<file path="src/rtl/recv_sched_pkg.sv">
// Shared types and defaults for the receive-queue scheduler.
package recv_sched_pkg;

  localparam int unsigned DEF_NUM_Q     = 16;
  localparam int unsigned DEF_DEPTH     = 64;
  localparam int unsigned DEF_BURST_MAX = 8;
  localparam int unsigned DEF_AF_MARGIN = 8;

  typedef enum logic [1:0] {
    IDLE = 2'd0,
    REQ  = 2'd1,
    READ = 2'd2
  } schedState_t;

  function automatic int unsigned addrWidth(input int unsigned numQ, input int unsigned depth);
    return $clog2(numQ) + $clog2(depth);
  endfunction

endpackage

</file>
<file path="src/rtl/rr_arbiter.sv">
// Combinational round-robin arbiter: first requester at or after rrPtr wins.
module rr_arbiter #(
  parameter int unsigned NUM_Q = 16,
  parameter int unsigned QN_W  = $clog2(NUM_Q)
) (
  input  logic [NUM_Q-1:0] request,
  input  logic [QN_W-1:0]  rrPtr,
  output logic [NUM_Q-1:0] grant,
  output logic [QN_W-1:0]  grantQN
);

  logic             found;
  logic [QN_W-1:0]  idx;

  // NUM_Q is a power of two, so the rotated index wraps naturally in QN_W bits.
  always_comb begin
    grant   = '0;
    grantQN = '0;
    found   = 1'b0;
    idx     = '0;
    for (int unsigned i = 0; i < NUM_Q; i++) begin
      idx = rrPtr + QN_W'(i);
      if (!found && request[idx]) begin
        found      = 1'b1;
        grant[idx] = 1'b1;
        grantQN    = idx;
      end
    end
  end

endmodule

</file>
<file path="src/rtl/recv_queue_sched.sv">
// Receive buffer sequencer: per-queue write addressing, occupancy tracking and
// round-robin DMA burst scheduling with req/gnt handshake.
module recv_queue_sched
  import recv_sched_pkg::*;
#(
  parameter int unsigned NUM_Q     = DEF_NUM_Q,
  parameter int unsigned QN_W      = $clog2(NUM_Q),
  parameter int unsigned DEPTH     = DEF_DEPTH,
  parameter int unsigned PTR_W     = $clog2(DEPTH),
  parameter int unsigned BURST_MAX = DEF_BURST_MAX,
  parameter int unsigned AF_MARGIN = DEF_AF_MARGIN,
  parameter int unsigned ADDR_W    = addrWidth(NUM_Q, DEPTH)
) (
  input  logic              clock,
  input  logic              reset,
  input  logic [QN_W-1:0]   QN,
  input  logic              push,
  output logic              ramWrEn,
  output logic [ADDR_W-1:0] ramWrAddr,
  output logic              ramRdEn,
  output logic [ADDR_W-1:0] ramRdAddr,
  input  logic [NUM_Q-1:0]  qEnable,
  output logic [NUM_Q-1:0]  qAlmostFull,
  input  logic              ovfClear,
  output logic              overflow,
  output logic [QN_W-1:0]   overflowQN,
  output logic              dmaReq,
  output logic [QN_W-1:0]   dmaQN,
  output logic [3:0]        dmaLen,
  input  logic              dmaGnt,
  input  logic              dmaDataReady,
  output logic              dmaDataValid,
  output logic              dmaLast
);

  localparam int unsigned        CNT_W     = PTR_W + 1;
  localparam logic [CNT_W-1:0]   FULL_CNT  = CNT_W'(DEPTH);
  localparam logic [CNT_W-1:0]   AF_LEVEL  = CNT_W'(DEPTH - AF_MARGIN);
  localparam logic [CNT_W-1:0]   BURST_CAP = CNT_W'(BURST_MAX);

  logic [CNT_W-1:0] count     [NUM_Q];
  logic [CNT_W-1:0] nextCount [NUM_Q];
  logic [PTR_W-1:0] wrPtr     [NUM_Q];
  logic [PTR_W-1:0] rdPtr     [NUM_Q];

  schedState_t      state;
  logic [QN_W-1:0]  curQN;
  logic [QN_W-1:0]  rrPtr;
  logic [QN_W-1:0]  arbQN;
  logic [3:0]       burstLen;
  logic [3:0]       remaining;
  logic [3:0]       arbLen;
  logic [NUM_Q-1:0] eligible;
  logic [NUM_Q-1:0] arbGrant;
  logic             rdFire;
  logic             pushAccept;
  logic             pushDrop;

  rr_arbiter #(
    .NUM_Q (NUM_Q),
    .QN_W  (QN_W)
  ) uArb (
    .request (eligible),
    .rrPtr   (rrPtr),
    .grant   (arbGrant),
    .grantQN (arbQN)
  );

  // A full queue still accepts a push when the same cycle drains one word from it.
  always_comb begin
    rdFire     = (state == READ) && dmaDataReady;
    pushAccept = push && ((count[QN] != FULL_CNT) || (rdFire && (curQN == QN)));
    pushDrop   = push && !pushAccept;
    for (int unsigned q = 0; q < NUM_Q; q++) begin
      nextCount[q] = count[q];
      if ((pushAccept && (QN == QN_W'(q))) && !(rdFire && (curQN == QN_W'(q)))) begin
        nextCount[q] = count[q] + CNT_W'(1);
      end else if (!(pushAccept && (QN == QN_W'(q))) && (rdFire && (curQN == QN_W'(q)))) begin
        nextCount[q] = count[q] - CNT_W'(1);
      end
      eligible[q] = (count[q] != '0) && qEnable[q];
    end
    arbLen = (count[arbQN] > BURST_CAP) ? 4'(BURST_MAX) : 4'(count[arbQN]);
  end

  assign ramWrEn   = pushAccept;
  assign ramWrAddr = {QN, wrPtr[QN]};
  assign ramRdEn   = rdFire;
  assign ramRdAddr = {curQN, rdPtr[curQN]};
  assign dmaReq    = (state == REQ);
  assign dmaQN     = curQN;
  assign dmaLen    = burstLen;

  always_ff @(posedge clock or negedge reset) begin
    if (!reset) begin
      for (int unsigned q = 0; q < NUM_Q; q++) begin
        count[q] <= '0;
        wrPtr[q] <= '0;
        rdPtr[q] <= '0;
      end
      qAlmostFull <= '0;
    end else begin
      for (int unsigned q = 0; q < NUM_Q; q++) begin
        count[q]       <= nextCount[q];
        qAlmostFull[q] <= (nextCount[q] >= AF_LEVEL);
      end
      if (pushAccept) wrPtr[QN] <= wrPtr[QN] + PTR_W'(1);
      if (rdFire)     rdPtr[curQN] <= rdPtr[curQN] + PTR_W'(1);
    end
  end

  always_ff @(posedge clock or negedge reset) begin
    if (!reset) begin
      overflow   <= 1'b0;
      overflowQN <= '0;
    end else if (pushDrop) begin
      overflow <= 1'b1;
      if (!overflow) overflowQN <= QN;
    end else if (ovfClear) begin
      overflow <= 1'b0;
    end
  end

  always_ff @(posedge clock or negedge reset) begin
    if (!reset) begin
      state        <= IDLE;
      curQN        <= '0;
      rrPtr        <= '0;
      burstLen     <= '0;
      remaining    <= '0;
      dmaDataValid <= 1'b0;
      dmaLast      <= 1'b0;
    end else begin
      dmaDataValid <= rdFire;
      dmaLast      <= rdFire && (remaining == 4'd1);
      case (state)
        IDLE: begin
          if (|arbGrant) begin
            curQN     <= arbQN;
            burstLen  <= arbLen;
            remaining <= arbLen;
            state     <= REQ;
          end
        end
        REQ: begin
          if (dmaGnt) state <= READ;
        end
        READ: begin
          if (rdFire) begin
            remaining <= remaining - 4'd1;
            if (remaining == 4'd1) begin
              state <= IDLE;
              rrPtr <= curQN + QN_W'(1);
            end
          end
        end
        default: state <= IDLE;
      endcase
    end
  end

endmodule

</file>
<file path="config.mk">
export PLATFORM = sky130hd
export DESIGN_NAME = recv_queue_sched
export DESIGN_NICKNAME = d
export VERILOG_FILES = /design/src/rtl/recv_sched_pkg.sv /design/src/rtl/rr_arbiter.sv /design/src/rtl/recv_queue_sched.sv
export SDC_FILE = /design/constraint.sdc
export NUM_CORES = 1
export LEC_CHECK = 0
export ABC_AREA = 0
export CAP_MARGIN = 40
export CORE_MARGIN = 2
export CORE_UTILIZATION = 30
export DETAILED_ROUTE_END_ITERATION = 10
export PLACE_DENSITY_LB_ADDON = 0.2
export SETUP_SLACK_MARGIN = 0.2
export SKIP_CTS_REPAIR_TIMING = 1
export SYNTH_ARGS = -nofsm -noshare
export SYNTH_HDL_FRONTEND = slang
export SYNTH_SLANG_ARGS = --single-unit
</file>
<file path="constraint.sdc">
create_clock -name clock -period 7.5 [get_ports clock]
set_clock_uncertainty 0.1 [all_clocks]
set_input_delay 1.5 -clock clock [delete_from_list [all_inputs] [get_ports clock]]
set_output_delay 1.5 -clock clock [all_outputs]
set_load 0.1 [all_outputs]
</file>
==> results.json <==
{
  "power_mw": 12.59,
  "min_path_type": "reg -> reg",
  "slew_viol_final": 0,
  "cp-start-kind": "register",
  "cp.required_ns": 7.86,
  "r2r-end": "remaining[1]$_DFFE_PN0P_",
  "rsz0062_at_grt": "false",
  "power_frac_comb_pct": 59.3,
  "yosys.cell_types.count": 90,
  "start_util_pct": 30.40,
  "fp.dieH_microns": 267.9,
  "worstMarginPinSlew_ns": 1.021,
  "rrSetupSlack_ns": 1.20,
  "crit_end": "remaining[1]$_DFFE_PN0P_",
  "cts_made_buffers": 42,
  "path_clk_slew_ns": 0.06,
  "htree_levels": 2,
  "r2r_start": "rrPtr[0]$_DFFE_PN0P_",
  "syn-cell-area_sq_um": 20890,
  "rows": 96,
  "wl_per_cell_microns": 21.09,
  "worst_skew_pair.late_latency_ns": 0.58,
  "p_switching_mw": 6.179,
  "max_freq_mhz": 158.7,
  "grt-ovfl-total": 0,
  "area_growth_pct": 19.51,
  "critPathCaptureType": "register",
  "synth_edf_count": 0,
  "avgViaCountPerCell": 5.370,
  "fp.coreArea_sq_um": 68710,
  "most-common-layout-cells": "dfrtp_1, nand2_1, o21ai_0",
  "synth_nets": 2245,
  "vias": 17220,
  "firstDrtPassIters": 8,
  "setup_viol": 0,
  "synth.ff_latch_count": 345,
  "final.period_utilization_pct": 84.04,
  "place_hpwl_microns": 50860,
  "status": "completed",
  "io_pins": 80,
  "holdCritStartpoint": "rdPtr[53]$_DFFE_PN0P_",
  "switching_share_pct": 49.09,
  "hold_violations": 0,
  "cap_violations": 0,
  "grt_first_pass_wirelength_microns": 104300,
  "drtIter0Drc": 1524,
  "cellPowerDensity_nw_per_um2": 504.2,
  "totalWireLength_microns": 67620,
  "fin_nets": 2336,
  "fin_setup_tns_ns": 0,
  "arrival_ns": 6.66,
  "antenna_found_initial": 0,
  "p_leak_nw": 10.62,
  "yosysWarnings": 0,
  "gp_congestion": 0.9659,
  "gr-usage-all-layers_pct": 18.93,
  "p_int_mw": 6.407,
  "ys.flop_type": "dfrtp_1",
  "rr_worst_depth": 20,
  "cts.sinks": 345,
  "finalCriticalPeriod_ns": 6.303,
  "grt_max_degree": 169,
  "die_area_sq_um": 71760,
  "seq_power_share_pct": 23.9,
  "cp_max_fo": 20,
  "ys_seq_area_share_pct": 41.33,
  "final_core_util_pct": 36.33,
  "ant_nets": 0,
  "syn_avg_cell_area_sq_um": 9.711,
  "place_ws_ns": 0.6740,
  "clk_path_buf_depth": 3,
  "drive_above_1_share_pct": 16.23,
  "pwr-share-clk_pct": 16.8,
  "worstSetupStartpoint": "rrPtr[0]$_DFFE_PN0P_",
  "ctsRootBufferMaster": "clkbuf_16",
  "drcViolationCount": 0,
  "first_global_vias": 16950,
  "port_buffers": 79,
  "worst_slack_ns": 1.197,
  "syn_inst": 2151,
  "worstSetupPathType": "reg -> reg",
  "relSlewSlack_pct": 31.95,
  "cts_tree": "built",
  "die_w_microns": 267.9,
  "async_reset_ff_share_pct": 100.0,
  "final_common_cell": "dfrtp_1",
  "ir_drop_mv": 0.3557
}
## area by class of cell
type	instances	area, sq um
fill	6945	43740
multi-input combinational	1588	11350
sequential	345	8635
timing repair buffer	197	2117
clock buffer	66	1281
tap	931	1165
inverter	68	255.2
clock inverter	10	153.9
antenna	1	2.502
## power by group through the flow
| stage | Sequential (mW) | Combinational [mW] | Clock (mW) |
|---|---|---|---|
| CTS | 3.00 | 7.45 | 2.16 |
| floorplan | 3.10 | 4.84 | 0 |
| detailed placement | 3.02 | 7.42 | 0 |
| global placement | 3.01 | 7.08 | 0 |
| finish | 3.00 | 7.47 | 2.11 |
| global route | 3.08 | 8.01 | 2.25 |
## layer usage
layer | vias to the layer above | track usage (%) | wire length, microns
li1 | 8007 | - | -
met1 | 8619 | 26.31 | 30940
met2 | 502 | 31.24 | 31900
met3 | 89 | 2.190 | 3275
met4 | 0 | 5.043 | 1504
met5 | - | 0 | 0
## flip-flops by register name (all words and copies together), names as in the netlist
register      count
count           112
overflowQN        4
wrPtr            96
rrPtr             4
qAlmostFull      16
state             2
dmaDataValid      1
dmaLen            4
dmaQN             4
overflow          1
dmaLast           1
rdPtr            96
remaining         4
## through the flow
step	area [sq um]	hold slack, ns	std cells
2_1_floorplan	20890	0.3406	2151
3_3_place_gp	22620	0.3538	3065
3_5_place_dp	23530	0.3572	3129
4_1_cts	24960	0.3717	3205
5_1_grt	24960	0.3899	3205
6_report	24960	0.3733	3206
## how the worst min path moves through the flow
stage	cells after the start	to
final	2	rdPtr[53]$_DFFE_PN0P_
after global routing	2	rdPtr[29]$_DFFE_PN0P_
after CTS	2	rdPtr[53]$_DFFE_PN0P_
after detailed placement	2	rdPtr[53]$_DFFE_PN0P_
after global placement	2	rdPtr[53]$_DFFE_PN0P_
after floorplan	2	rdPtr[55]$_DFFE_PN0P_
## worst max-delay path: stages, from the launching register on
cell and delay, ns:
dfrtp_1 0.38, buf_4 0.22, inv_1 0.49, ha_1 0.46, xnor2_2 0.16, buf_4 0.21
nor2_1 0.42, o211ai_1 0.15, and4_1 0.32, mux2i_1 0.16, buf_4 0.20, and4_1 0.33
nand3_2 0.17, or2_1 0.40, a311o_4 0.47, nand2_4 0.27, mux2_2 0.38, nand2b_1 0.13
and4_1 0.18, nor4_1 0.43, nor2_1 0.10
## kinds of logic after synthesis
kind of cell	Yosys count	share of synthesized area [%]
AO/OA/AOI/OAI	459	14.74
XOR/XNOR	135	5.696
adder cells (fa/ha/maj)	68	4.073
buffers and inverters	218	4.313
flip-flops	345	41.33
multiplexers	157	12.20
AND/OR/NAND/NOR	769	17.65
## cells in the mapped netlist, types with 17 or more instances
cell	number	share of area (%)
nand4_1	39	1.2
mux2_2	57	3.1
a31o_2	21	0.88
nand3_1	82	2.0
dfrtp_1	345	41
a21oi_1	48	1.2
nor2_1	106	1.9
nand2_1	321	5.8
ha_1	68	4.1
xnor2_1	89	3.7
o211ai_1	20	0.72
nor3_1	56	1.3
a31oi_1	30	0.90
xor2_1	45	1.9
mux2i_1	22	1.1
mux4_2	70	7.5
clkbuf_1	111	2.0
nor4_1	36	1.1
o31ai_1	22	0.79
o21ai_0	176	4.2
and2_1	29	0.87
and4_1	17	0.71
inv_1	64	1.2
(Power assumes the default switching activity.)
==> RTL edit: new RTL, config.mk and constraints unchanged <==
`DEF_DEPTH`: 64 -> 32.
--- a/src/rtl/recv_sched_pkg.sv
+++ b/src/rtl/recv_sched_pkg.sv
@@ -2,7 +2,7 @@
 package recv_sched_pkg;
 
   localparam int unsigned DEF_NUM_Q     = 16;
-  localparam int unsigned DEF_DEPTH     = 64;
+  localparam int unsigned DEF_DEPTH     = 32;
   localparam int unsigned DEF_BURST_MAX = 8;
   localparam int unsigned DEF_AF_MARGIN = 8;
 
Interface: changed (resized ramRdAddr and ramWrAddr); port bits go from 80 to 78. The function was not compared with the original's and may differ.
==> RTL edit against the unedited design <==
  * Final cell count down 11%
  * Synthesized cell count fell by 13%
  * Final area decreased by 8.0%
  * Global-route usage is 1.2 points higher
  * Worst setup slack got worse by 0.28 ns
  * Hold slack better by 0.0027 ns
  * Sequential cell count down 48
  * Critical path type unchanged
  * Count of clock-buffer cells in the layout is 12 lower
  * Wire length shrank 1.7%
  * Synthesized area is 8.8% lower
  * Critical path depth shrank 3
  * First-iteration DRC count shrank 12%
Power is not shown: default switching activity piles up to over one toggle a cycle in this logic, so the estimate is an artifact.
==> RTL edit: results (changes against the unedited design) <==
Run status
  – Outcome: complete, no violations (unchanged)

Setup path
  – Largest delay share family, worst path: compound AO/OA/AOI/OAI gates (was simple AND/OR/NAND/NOR gates)
  – Crit path largest cell delay: 0.65 ns (was 0.49 ns)
  – Worst reg2reg path depth: 17 (was 20)
  – Worst Setup SP: count[84]$_DFF_PN0_ (was rrPtr[0]$_DFFE_PN0P_)
  – CP endpoint: remaining[3]$_DFFE_PN0P_ (was remaining[1]$_DFFE_PN0P_)

STA
  – Fin worst setup slack: 0.919 ns (was 1.20 ns)
  – Hold Slack: 0.376 ns (was 0.373 ns)

Finish
  – Clk cell area share: 0.0552 (was 0.0575)
  – Multi-input logic area: 0.0108 sq mm (was 0.0114 sq mm)
  – Top flop regs: count x96, rdPtr x80, wrPtr x80 (was count x112, rdPtr x96, wrPtr x96)
  – Diodes inserted: 0 (was 1)
  – Fraction of area in registers: 0.324 (was 0.346)
  – Signal buf overhead: 0.0932 (was 0.0848)
  – Reg area: 0.00743 sq mm (was 0.00863 sq mm)
  – Layout clock buffers: 54 (was 66)
  – Layout cell share with drive strength beyond 1: 0.192 (was 0.162)
  – Nets@finish: 2,070 (was 2,336)

Place
  – Port bufs: 77 (was 79)
  – Global placer's final weighted congestion: 0.961 (was 0.966)
  – Setup Slack @ Placement: 0.544 ns (was 0.674 ns)
  – Post-DP HPWL: 50.9 mm (about the same)
  – DP Area: 0.0217 sq mm (was 0.0235 sq mm)
  – Placed Cells: 2,794 (was 3,129)

Detailed routing
  – DR WL/cell: 23.2 um (was 21.1 um)
  – Drt pass-1 iters: 5 (was 8)
  – Initial drt markers: 1,341 (was 1,524)
  – Vias post-DR: 15,700 (was 17,200)

Global route
  – First-pass GRT wire length: 101 mm (was 104 mm)
  – Total GRT Usage: 0.201 (was 0.189)
  – Pin count of the biggest net entering global routing: 168 (was 169)
  – Initial antenna violation count: 1 (was 0)

Yosys
  – Synth cell count leaders: dfrtp_1 (297), nand2_1 (188), nor2_1 (139) (was dfrtp_1 (345), nand2_1 (321), o21ai_0 (176))
  – Sequential area share after synthesis: 0.390 (was 0.413)
  – Leading cell types by total area after synthesis: dfrtp_1 (39%), mux4_2 (10%), mux2_2 (4.7%), xnor2_1 (4.4%), ha_1 (3.7%) (was dfrtp_1 (41%), mux4_2 (7.5%), nand2_1 (5.8%), o21ai_0 (4.2%), ha_1 (4.1%))
  – Unique masters post-synth: 84 (was 90)
  – Mapped Nets: 1,953 (was 2,245)

Min path
  – Hold Path End: wrPtr[47]$_DFFE_PN0P_ (was rdPtr[53]$_DFFE_PN0P_)

Clocking
  – CTS Buf Count: 37 (was 42)
  – Clk sinks: 297 (was 345)
-- RTL edit: cell types whose count changed after synthesis, sizes merged, moves of 23 or more --
cell,unedited run,this run
nand3,83,45
a21oi,48,79
nor2,107,139
clkbuf,114,86
o21ai,182,96
dfrtp,345,297
nor3,56,33
and2,35,11
nand2,322,189
-- RTL edit: per-layer routing --
metal / vias up / global-route usage / part of all wire
li1: 7162 / - / -
met1: 7976 / 0.273 / 0.45
met2: 460 / 0.333 / 0.48
met3: 113 / 0.0259 / 0.042
met4: 2 / 0.0650 / 0.032
met5: - / 0 / 0.00020
-- RTL edit: cell families after synthesis --
family | after synthesis | share of synthesized area
AOI/OAI and AO/OA | 416 | 0.148
adders and majority gates | 57 | 0.0374
muxes | 218 | 0.178
and+or+nand+nor | 575 | 0.149
DFF | 297 | 0.390
buffers and inverters | 187 | 0.0420
xor gates and xnor gates | 120 | 0.0552
